--- src/rtl/fetch_pkg.sv ---
// Shared types and constants for the instruction fetch front end.
// Optional build macro used by instr_fetch: BRANCH_ZERO_COND_EN.
package fetch_pkg;

    typedef enum logic [1:0] {
        IDLE = 2'd0,
        RUN  = 2'd1,
        HALT = 2'd2
    } fetch_state_t;

    localparam int unsigned PC_W_DEF      = 10;
    localparam int unsigned LUT_DEPTH_DEF = 64;
    localparam int unsigned CNT_W_DEF     = 16;

    localparam logic [8:0] DONE_CODE = 9'b011111111;
    localparam logic [8:0] NOP_CODE  = 9'h000;

endpackage

--- src/rtl/jump_lut.sv ---
// Jump target table: register array with async clear, one sync write port
// and one combinational read port (a same-index write lands after the read).
module jump_lut
    import fetch_pkg::*;
#(
    parameter int unsigned DEPTH = LUT_DEPTH_DEF,
    parameter int unsigned DW    = PC_W_DEF,
    localparam int unsigned AW   = $clog2(DEPTH)
) (
    input  logic          i_clk,
    input  logic          i_rst_n,
    input  logic          i_we,
    input  logic [AW-1:0] i_waddr,
    input  logic [DW-1:0] i_wdata,
    input  logic [AW-1:0] i_raddr,
    output logic [DW-1:0] o_rdata
);

    logic [DW-1:0] r_mem [DEPTH];

    always_ff @(posedge i_clk or negedge i_rst_n) begin
        if (!i_rst_n) begin
            r_mem <= '{default: '0};
        end else if (i_we) begin
            r_mem[i_waddr] <= i_wdata;
        end
    end

    assign o_rdata = r_mem[i_raddr];

endmodule

--- src/rtl/instr_fetch.sv ---
// Fetch/sequencing front end: PC, jump LUT, IDLE/RUN/HALT control, cycle counter.
// Define BRANCH_ZERO_COND_EN to qualify jumps with the ALU Zero flag.
module instr_fetch
    import fetch_pkg::*;
#(
    parameter int unsigned PC_W      = PC_W_DEF,
    parameter int unsigned LUT_DEPTH = LUT_DEPTH_DEF,
    parameter int unsigned CNT_W     = CNT_W_DEF
) (
    input  logic             Clk,
    input  logic             Reset_n,
    input  logic             Start,
    input  logic             Stall,
    input  logic [8:0]       InstrIn,
    input  logic             Jen,
    input  logic [7:0]       Jptr,
    input  logic             Zero,
    input  logic             DoneIn,
    input  logic             LutWe,
    input  logic [5:0]       LutAddr,
    input  logic [PC_W-1:0]  LutData,
    output logic [PC_W-1:0]  ProgCtr,
    output logic [8:0]       MachCode,
    output logic             Running,
    output logic             Halted,
    output logic [CNT_W-1:0] CycleCnt
);

    fetch_state_t     r_state, w_state_nxt;
    logic [PC_W-1:0]  r_pc, w_pc_nxt, w_lut_target;
    logic [CNT_W-1:0] r_cnt, w_cnt_nxt;
    logic             w_jump_taken;
    logic             w_unused;

`ifdef BRANCH_ZERO_COND_EN
    assign w_jump_taken = Jen & Zero;
    assign w_unused     = ^Jptr[7:6];
`else
    assign w_jump_taken = Jen;
    assign w_unused     = ^{Zero, Jptr[7:6]};
`endif

    jump_lut #(
        .DEPTH (LUT_DEPTH),
        .DW    (PC_W)
    ) u_jump_lut (
        .i_clk   (Clk),
        .i_rst_n (Reset_n),
        .i_we    (LutWe),
        .i_waddr (LutAddr),
        .i_wdata (LutData),
        .i_raddr (Jptr[5:0]),
        .o_rdata (w_lut_target)
    );

    always_ff @(posedge Clk or negedge Reset_n) begin
        if (!Reset_n) begin
            r_state <= IDLE;
            r_pc    <= '0;
            r_cnt   <= '0;
        end else begin
            r_state <= w_state_nxt;
            r_pc    <= w_pc_nxt;
            r_cnt   <= w_cnt_nxt;
        end
    end

    always_comb begin
        w_state_nxt = r_state;
        w_pc_nxt    = r_pc;
        w_cnt_nxt   = r_cnt;
        case (r_state)
            IDLE, HALT: begin
                if (Start) begin
                    w_state_nxt = RUN;
                    w_pc_nxt    = '0;
                    w_cnt_nxt   = '0;
                end
            end
            RUN: begin
                // Counter runs on stalled cycles too; only PC/state freeze.
                if (r_cnt != '1) begin
                    w_cnt_nxt = r_cnt + CNT_W'(1);
                end
                if (!Stall) begin
                    if (DoneIn) begin
                        w_state_nxt = HALT;
                    end else if (w_jump_taken) begin
                        w_pc_nxt = w_lut_target;
                    end else begin
                        w_pc_nxt = r_pc + PC_W'(1);
                    end
                end
            end
            default: begin
                w_state_nxt = IDLE;
            end
        endcase
    end

    assign ProgCtr  = r_pc;
    assign CycleCnt = r_cnt;
    assign Running  = (r_state == RUN);
    assign Halted   = (r_state == HALT);
    assign MachCode = (r_state == RUN) ? InstrIn : NOP_CODE;

endmodule

--- config.mk ---
export PLATFORM = sky130hd
export DESIGN_NAME = instr_fetch
export DESIGN_NICKNAME = d
export VERILOG_FILES = /design/src/rtl/fetch_pkg.sv /design/src/rtl/jump_lut.sv /design/src/rtl/instr_fetch.sv
export SDC_FILE = /design/constraint.sdc
export NUM_CORES = 1
export LEC_CHECK = 0
export BUFFER_PORTS_ARGS = -buffer_cell sky130_fd_sc_hd__buf_2
export CORE_MARGIN = 2
export CORE_UTILIZATION = 54
export CTS_CLUSTER_DIAMETER = 120
export DETAILED_ROUTE_END_ITERATION = 16
export GPL_TIMING_DRIVEN = 0
export PLACE_DENSITY = 0.81
export SKIP_LAST_GASP = 1
export SYNTH_ARGS = -nofsm -noshare
export SYNTH_HDL_FRONTEND = slang
export SYNTH_SLANG_ARGS = --single-unit
--- constraint.sdc ---
create_clock -name Clk -period 3.4 [get_ports Clk]
set_input_delay 0.85 -clock Clk [delete_from_list [all_inputs] [get_ports Clk]]
set_output_delay 0.85 -clock Clk [all_outputs]
set_load 0.01 [all_outputs]
== Word-level counts from Yosys, hierarchy flattened ==
Index checks and enable logic that the tools add are counted.

* Add/subtract/negate cells: 2
* Magnitude comparators: 3
* Equality and inequality tests: 8
* Multiplexer cells: 19
* Bitwise operators: 2
* Reductions and logical operators: 7

{| class="wikitable"
|+ Operators with widths
! cell !! count
|-
| 640-bit bitwise mux || 1
|-
| 10-bit two-way mux || 7
|-
| 10-bit binary-select mux with 6-bit select || 1
|-
| 10-bit demux with 6-bit select || 1
|-
| 16-bit two-way mux || 2
|-
| 16-bit one-hot mux with 2 select lines || 1
|-
| 10-bit one-hot mux with 2 select lines || 1
|-
| 16-bit by 1-bit adder with 16-bit output, second input constant || 1
|-
| 16-bit != test, second input constant || 1
|-
| 7-bit greater-or-equal comparator, second input constant || 2
|-
| 6-bit NOT with 7-bit output || 2
|-
| 10-bit by 1-bit adder with 10-bit output, second input constant || 1
|-
| 9-bit two-way mux || 1
|-
| 2-bit != test, second input constant || 4
|-
| 7-bit by 1-bit < comparator with 1-bit output, second input constant || 1
|-
| 2-bit two-way mux || 3
|-
| 3-bit AND reduction || 2
|-
| 2-bit one-hot mux with 2 select lines || 1
|-
| 4-bit AND reduction || 1
|-
| 2-bit by 1-bit equality test with 1-bit output, second input constant || 1
|-
| 2-bit equality test, second input constant || 1
|-
| 2-bit zero test || 1
|-
| 2-bit by 1-bit != test with 1-bit output, second input constant || 1
|-
| 2-bit nonzero test || 1
|-
| other kinds (2) || 2
|}

* Flip-flop bits (word level): 668

== Depth between registers and ports, before layout ==
Gate-level depths: netlist (run 1).

* Depth after elaboration: 8
* Mapped depth: 11

== By module ==
From an unflattened synthesis (run 1), not the netlist that was laid out.

* Cell total of the unflattened synthesis: 2052
* Area total of the unflattened synthesis: 31048.5 um^2

{| class="wikitable"
|+ Modules (own cells, without submodules)
! module !! instances !! cells each !! area an instance (um^2) !! seq. area each (um^2)
|-
| jump_lut || 1 || 1851 || 29281.8 || 16015.4
|-
| instr_fetch || 1 || 201 || 1766.7 || 700.7
|}

== Least setup slack after synthesis (run 1) ==
OpenSTA, ideal clock, no wires.

* Path type: input -> register
* Start: in Jptr[0]
* End: reg r_pc[3], in the netlist ProgCtr[3]
* Library setup time: 137 ps
* Arrival time: 2673 ps
* Setup slack: 590 ps
* Stages on the path: 10
* Buffers on the path: 5
* Path through: buf_6 buf_6 buf_6 buf_6 buf_4 mux4_2 mux2i_1 o211ai_1 a31oi_1 o211ai_1

* Longest elaborated chain between the ends: 8

{| class="wikitable"
|+ RTL lines
! item !! RTL line !! source
|-
| start: declaration || instr_fetch.sv:16 || <nowiki>input logic [7:0] Jptr,</nowiki>
|-
| 6-bit NOT with 7-bit output (implied by the code) || jump_lut.sv:29 || <nowiki>assign o_rdata = r_mem[i_raddr];</nowiki>
|-
| 10-bit binary-select mux with 6-bit select || jump_lut.sv:29 ||
|-
| 10-bit two-way mux (implied by the code) (2 in series) || jump_lut.sv:29 ||
|-
| 10-bit two-way mux || instr_fetch.sv:88 || <nowiki>end else if (w_jump_taken) begin</nowiki>
|-
| 10-bit two-way mux || instr_fetch.sv:86 || <nowiki>if (DoneIn) begin</nowiki>
|-
| 10-bit two-way mux || instr_fetch.sv:85 || <nowiki>if (!Stall) begin</nowiki>
|-
| 10-bit one-hot mux with 2 select lines || instr_fetch.sv:72 || <nowiki>case (r_state)</nowiki>
|-
| end signal: assignment || instr_fetch.sv:63 || <nowiki>r_pc <= w_pc_nxt;</nowiki>
|-
| end: declaration || instr_fetch.sv:30 || <nowiki>logic [PC_W-1:0] r_pc, w_pc_nxt, w_lut_target;</nowiki>
|}

Every way passes these cells. The select of a mux whose other input is x is not followed.
A chain may end at the register's enable or synchronous reset.

== Worst setup path after layout (run 1) ==
* Start: in Jptr[3]
* End: reg r_pc[4], in the netlist ProgCtr[4]

The elaborated chain is that of the path after synthesis.

==> impl_metrics.py, run 1 <==
metrics = {
    "placement": {
        "hpwl_um": 67900,
        "place.gp.congestion": 0.994,
        "io_buffers": 60,
        "dp_slack_ns": -0.745,
    },
    "layout": {
        "final_util": 0.615,
        "diodes": 0,
        "syn_to_final_growth_pct": 12.2,
        "nFillCells": 4127,
        "layout.nets": 2265,
        "drive_gt1_frac": 0.459,
    },
    "worst_hold_path": {
        "hold_class": "primary input to async pin",
    },
    "sta": {
        "slew_viol_final": 33,
        "maxSlewHeadroom": -0.0260,
        "hold_violations": 0,
        "finalSetupViolCount": 2,
        "period_minus_slack_ns": 3.43,
        "worstMarginPinSlew_ns": 1.53,
        "rsz0062_at_grt": "true",
        "fin_crit_sh": 1.01,
        "worst_slack_ns": -0.0298,
        "fin_skew_ns": 0.0257,
        "fmax_mhz": 292,
    },
    "floorplan": {
        "row_count": 87,
        "die_area_um2": 59500,
        "initial_core_util": 0.548,
        "io_pins": 78,
        "die_height_um": 244,
        "die_w_um": 244,
        "coreArea_um2": 56700,
    },
    "yosys": {
        "synthesis.nets": 2124,
        "yosysMostFrequentCell": "dfrtp_1",
        "synth_top_area_cell": "dfrtp_1",
        "synthTopCellsByArea": "dfrtp_1 54%, mux2_2 23%, mux4_2 10%",
        "yosysUniqueCellTypes": 60,
        "yosys-top-cells-count": "668 x dfrtp_1, 645 x mux2_2, 144 x mux4_2",
        "synth.ff_latch_count": 668,
        "synth_flop_cell": "dfrtp_1",
        "syn_area_per_cell_um2": 14.9,
        "seq_area_frac_synth": 0.538,
        "async_reset_ff_frac": 1.00,
        "synth.top_cell.area_share": 0.538,
        "synth_edf_count": 0,
        "syn_area_um2": 31100,
        "yosysWarnings": 0,
        "syn_inst": 2081,
    },
    "detailed_routing": {
        "firstDrtPassIters": 5,
        "vias_per_cell": 6.71,
        "first_iter_violations": 2178,
        "ant_nets": 0,
        "vias": 20300,
        "route.detailed.drc": 0,
        "route.final.wire_length_um": 97100,
        "wl_per_cell_um": 32.1,
    },
    "critical_path": {
        "cp_max_fo": 10,
        "cp-start-kind": "primary input",
        "cp-end-kind": "flip-flop",
        "cp.required_ns": 3.94,
        "critPathKind": "primary input to flip-flop",
        "arrival_ns": 3.97,
    },
    "pwr": {
        "powerDensity_nw_per_um2": 582,
        "peakVddDrop_mv": 0.445,
        "leakagePower_nw": 16.1,
    },
    "outcome": {
        "status": "complete, but fails checks",
        "violations": "max-capacitance violations, max-slew violations, negative setup slack",
    },
    "global_route": {
        "grt_remaining_overflow": 0,
        "grt_pass1_vias": 21000,
        "track_usage": 0.331,
        "grt_pass1_wl_um": 142000,
        "grt_max_degree": 136,
        "antenna_found_initial": 3,
    },
    "cts": {
        "htreeDepth": 3,
        "cts-root-buf": "clkbuf_16",
        "post-cts-setup-buffer-count": 0,
        "cts_buffers": 69,
        "cts.clk_slew.worst_paths_ns": 0.06,
        "clockBufferDepth": 3,
        "insertion_delay_ns": 0.62,
        "cts_tree": "built",
        "cts_num_sinks": 668,
    },
    "flow_run": {
        "maxCapViolations": 3,
    },
}
[state kept, by name, indices dropped and copies added, names as in the netlist]
signal	flops
u_jump_lut.r_mem	640
CycleCnt	16
ProgCtr	10
r_state	2
[critical path, cell delays in order]
cell and delay, ns:
buf_2 0.14, clkbuf_1 0.35, inv_1 0.45, clkbuf_1 0.60, nor2_1 0.12, nor4b_1 1.19
or4_1 0.27
[kinds of logic after synthesis]
| family | Yosys count | synth area share |
|---|---|---|
| mux | 856 | 0.367 |
| xor+xnor | 15 | 0.00422 |
| compound gates | 90 | 0.0205 |
| simple gates | 288 | 0.0446 |
| fa+ha+maj | 2 | 0.000805 |
| flops | 668 | 0.538 |
| buf+inv | 162 | 0.0251 |
[report_power, final]
| part | leakage (nW) | switching, W | internal (W) |
|---|---|---|---|
| Combinational | 6.11 | 0.00152 | 0.00155 |
| Clock | 1.13 | 0.00323 | 0.00439 |
| Sequential | 8.89 | 0.000605 | 0.00901 |
[what timing repair did]
| item | in CTS | in global routing |
|---|---|---|
| gates cloned | 0 | 0 |
| endpoints found under the setup margin | 5 | 7 |
| hold buffers | 0 | 0 |
| resized for setup | 6 | 7 |
[metal layers]
metal | share of wire | track usage
met1 | 0.39 | 0.439
met2 | 0.46 | 0.513
met3 | 0.093 | 0.0792
met4 | 0.055 | 0.173
met5 | 0.00055 | 0
[per-stage QoR]
step	power, W	setup TNS [ns]	hold WS [ns]	instance area, um2	cells
final	0.0203	-0.0422	0.288	34900	3028
after global placement	0.0125	-7698.68	0.479	32300	2897
after detailed placement	0.0127	-11.71	0.486	32600	2906
after CTS	0.0203	0	0.315	34800	3027
after global routing	0.0209	-0.00999	0.356	34900	3028
after floorplan	0.0115	0	0.470	31100	2081
[cell type report]
cell class,count,area [um2],area share
buffer,149,748,0.0215
clock buffer,102,2110,0.0606
clock inverter,19,150,0.00430
inverter,13,48.8,0.00140
multi-input combinational,1251,13600,0.391
sequential,668,16700,0.479
tap,756,946,0.0271
timing repair buffer,70,509,0.0146
[cell usage in the layout, fill, tap and decap left out, types with 10 or more instances in the layout]
cell,netlist,routed
clkbuf_1,92,102
clkinv_2,0,12
and2_1,12,12
nand3_1,25,25
mux2_2,645,645
nor3_1,15,15
nand2b_1,10,10
clkbuf_8,0,20
buf_1,13,12
a21oi_1,10,10
xnor2_1,11,11
nor2_1,66,58
nand4_1,11,11
clkbuf_16,0,72
nor2b_1,13,13
buf_6,12,13
dfrtp_1,668,668
nand2_1,96,96
mux4_2,144,144
buf_4,11,15
nor2_2,9,17
buf_2,20,74
inv_1,12,12
o21ai_0,13,13
mux2i_1,52,52
mux4_1,15,15
[final timing paths]
| path | startpoint | to | slack (ns) | cells after the start |
|---|---|---|---|---|
| max in group asynchronous | Reset_n | u_jump_lut.r_mem[406]$_DFFE_PN0P_ | 1.43 | 3 |
| worst max-delay path | Jptr[3] | ProgCtr[4]$_DFFE_PN0P_ | -0.03 | 7 |
| min in group Clk | u_jump_lut.r_mem[604]$_DFFE_PN0P_ | u_jump_lut.r_mem[604]$_DFFE_PN0P_ | 0.50 | 1 |
| worst min register to register | u_jump_lut.r_mem[604]$_DFFE_PN0P_ | u_jump_lut.r_mem[604]$_DFFE_PN0P_ | 0.50 | 1 |
| worst max register to register | ProgCtr[4]$_DFFE_PN0P_ | ProgCtr[4]$_DFFE_PN0P_ | 0.52 | 4 |
| worst min-delay path | Reset_n | u_jump_lut.r_mem[312]$_DFFE_PN0P_ | 0.29 | 1 |
Note: power is estimated with default switching activity, not from simulation.
==> inputs of run 2 (changes only) <==
==> constraint.sdc (replaced) <==
create_clock -name Clk -period 3.4 [get_ports Clk]
set_input_delay 0.34 -clock Clk [delete_from_list [all_inputs] [get_ports Clk]]
set_output_delay 0.34 -clock Clk [all_outputs]
set_load 0.01 [all_outputs]
==> run 2 against run 1 <==
- the flow finishes with violations (max-capacitance violations, max-slew violations)
- utilization about the same
- design area about the same
- combinational power about the same
- global-route usage about the same
- die area unchanged
- clock-buffer cell count unchanged
- worst setup slack improved by 0.26 ns
- sequential power about the same
- via count about the same
- non-clock buffer count increased by 2
- largest cell class unchanged
- highest routed layer unchanged
==> impl_metrics.py, run 2 (synthesis gave the netlist of run 1 again) <==
metrics = {
    "outcome": {
        "status": "complete, but fails checks",
        "violations": "max-capacitance violations, max-slew violations",
    },
    "floorplan": {
        "die_w_um": 244,
        "coreArea_um2": 56700,
        "row_count": 87,
        "die_area_um2": 59500,
        "initial_core_util": 0.548,
        "io_pins": 78,
        "die_height_um": 244,
    },
    "detailed_routing": {
        "vias": 20300,
        "route.final.wire_length_um": 97200,
        "vias_per_cell": 6.70,
        "ant_nets": 0,
        "first_iter_violations": 2262,
        "route.detailed.drc": 0,
        "wl_per_cell_um": 32.1,
        "firstDrtPassIters": 5,
    },
    "sta": {
        "finalSetupViolCount": 0,
        "rsz0062_at_grt": "false",
        "worst_slack_ns": 0.231,
        "fin_skew_ns": 0.0270,
        "fmax_mhz": 316,
        "slew_viol_final": 23,
        "fin_crit_sh": 0.932,
        "hold_violations": 0,
        "period_minus_slack_ns": 3.17,
        "maxSlewHeadroom": -0.0217,
        "worstMarginPinSlew_ns": 1.52,
    },
    "cts": {
        "cts-root-buf": "clkbuf_16",
        "htreeDepth": 3,
        "cts_buffers": 69,
        "cts_tree": "built",
        "cts_num_sinks": 668,
        "clockBufferDepth": 3,
        "post-cts-setup-buffer-count": 0,
        "insertion_delay_ns": 0.62,
        "cts.clk_slew.worst_paths_ns": 0.06,
    },
    "layout": {
        "final_common_cell": "dfrtp_1",
        "top_register": "u_jump_lut.r_mem",
        "largest_reg_flops": 640,
        "fin_cells": 3031,
        "nFillCells": 4125,
        "layout.nets": 2267,
        "drive_gt1_frac": 0.456,
        "postLayoutCellArea_um2": 34900,
        "syn_to_final_growth_pct": 12.1,
        "layout_common_cells": "668 x dfrtp_1, 645 x mux2_2, 144 x mux4_2",
        "final_util": 0.615,
    },
    "critical_path": {
        "critPathKind": "primary input to flip-flop",
        "cp-start-kind": "primary input",
        "rrSetupSlack_ns": 0.49,
        "cp_max_fo": 10,
        "cp-end-kind": "flip-flop",
        "cp.required_ns": 3.90,
        "arrival_ns": 3.67,
    },
    "global_route": {
        "grt_util_met2": 0.514,
        "grt.busiest_layer": "met2",
        "met3_usage": 0.0790,
        "antenna_found_initial": 4,
        "grt_pass1_wl_um": 142000,
        "grt_remaining_overflow": 0,
        "track_usage": 0.331,
        "grt_util_met1": 0.441,
        "grt_max_degree": 136,
        "grt_pass1_vias": 20900,
    },
    "flow_run": {
        "maxCapViolations": 3,
    },
    "placement": {
        "dpl-instance-area_um2": 32600,
        "placedCellCount": 2906,
        "io_buffers": 60,
        "dp_slack_ns": -0.235,
        "place.gp.congestion": 0.994,
        "hpwl_um": 67900,
    },
    "pwr": {
        "leakagePower_nw": 16.1,
        "powerDensity_nw_per_um2": 582,
        "peakVddDrop_mv": 0.443,
        "power.total_w": 0.0203,
    },
    "worst_hold_path": {
        "hold_class": "primary input to flip-flop",
    },
}
run 2: cell count changes in the layout (fill, tap and decap cells not counted), sizes merged:
cell | before | now
diode | 0 | 1
dlygate4sd3 | 0 | 2
buf | 124 | 127
clkbuf | 197 | 194
run 2: layer usage:
layer / part of all wire / vias to the layer above / wire length [um]
li1: - / 8035 / -
met1: 0.39 / 10900 / 38100
met2: 0.46 / 1111 / 45000
met3: 0.089 / 301 / 8680
met4: 0.055 / 8 / 5320
met5: 0.00073 / - / 71
run 2: report_power, final:
group / leakage (nW) / switching [W] / total [W] / internal [W]
clock network: 1.13 / 0.00323 / 0.00763 / 0.00439
registers: 8.89 / 0.000605 / 0.00962 / 0.00901
logic: 6.11 / 0.00151 / 0.00306 / 0.00155
run 2: final cells by class:
type | count | area [um2] | share of cell area
antenna | 1 | 2.50 | 0.0000718
buffer | 149 | 732 | 0.0210
clock buffer | 102 | 2110 | 0.0607
clock inverter | 19 | 150 | 0.00431
inverter | 13 | 48.8 | 0.00140
multi-input combinational | 1251 | 13600 | 0.391
sequential | 668 | 16700 | 0.479
tap | 756 | 946 | 0.0271
timing repair buffer | 72 | 529 | 0.0152
run 2: repair_timing:
action / 4_1_cts / 5_1_grt
gates resized for setup: 0 / 0
hold endpoints to repair: 98 / 0
hold buffers: 2 / 0
setup endpoints to repair: 0 / 0
run 2: path summary, 6_finish.rpt:
path | start | end | cells after the start
max in group asynchronous | Reset_n | u_jump_lut.r_mem[435]$_DFFE_PN0P_ | 4
setup reg to reg | ProgCtr[4]$_DFFE_PN0P_ | ProgCtr[4]$_DFFE_PN0P_ | 4
hold reg to reg | u_jump_lut.r_mem[604]$_DFFE_PN0P_ | u_jump_lut.r_mem[604]$_DFFE_PN0P_ | 1
setup / recovery | Jptr[0] | ProgCtr[7]$_DFFE_PN0P_ | 10
hold / removal | Stall | r_state[0]$_DFFE_PN0P_ | 3
min in group asynchronous | Reset_n | u_jump_lut.r_mem[312]$_DFFE_PN0P_ | 2
run 2: metrics by stage:
step	setup TNS [ns]	hold slack [ns]
6_report	0	0.0339
5_1_grt	0	0.0598
4_1_cts	0	0.0161
3_5_place_dp	-1.12	0.444
3_3_place_gp	-7343.06	0.479
2_1_floorplan	0	0.0444
run 2: critical path, stage by stage:
cell,delay [ns]
buf_6,0.12
buf_6,0.19
buf_4,0.35
inv_1,0.24
buf_1,0.49
o22ai_1,0.31
nor4_1,0.08
nor4_1,1.06
nor3_1,0.11
a221o_1,0.34
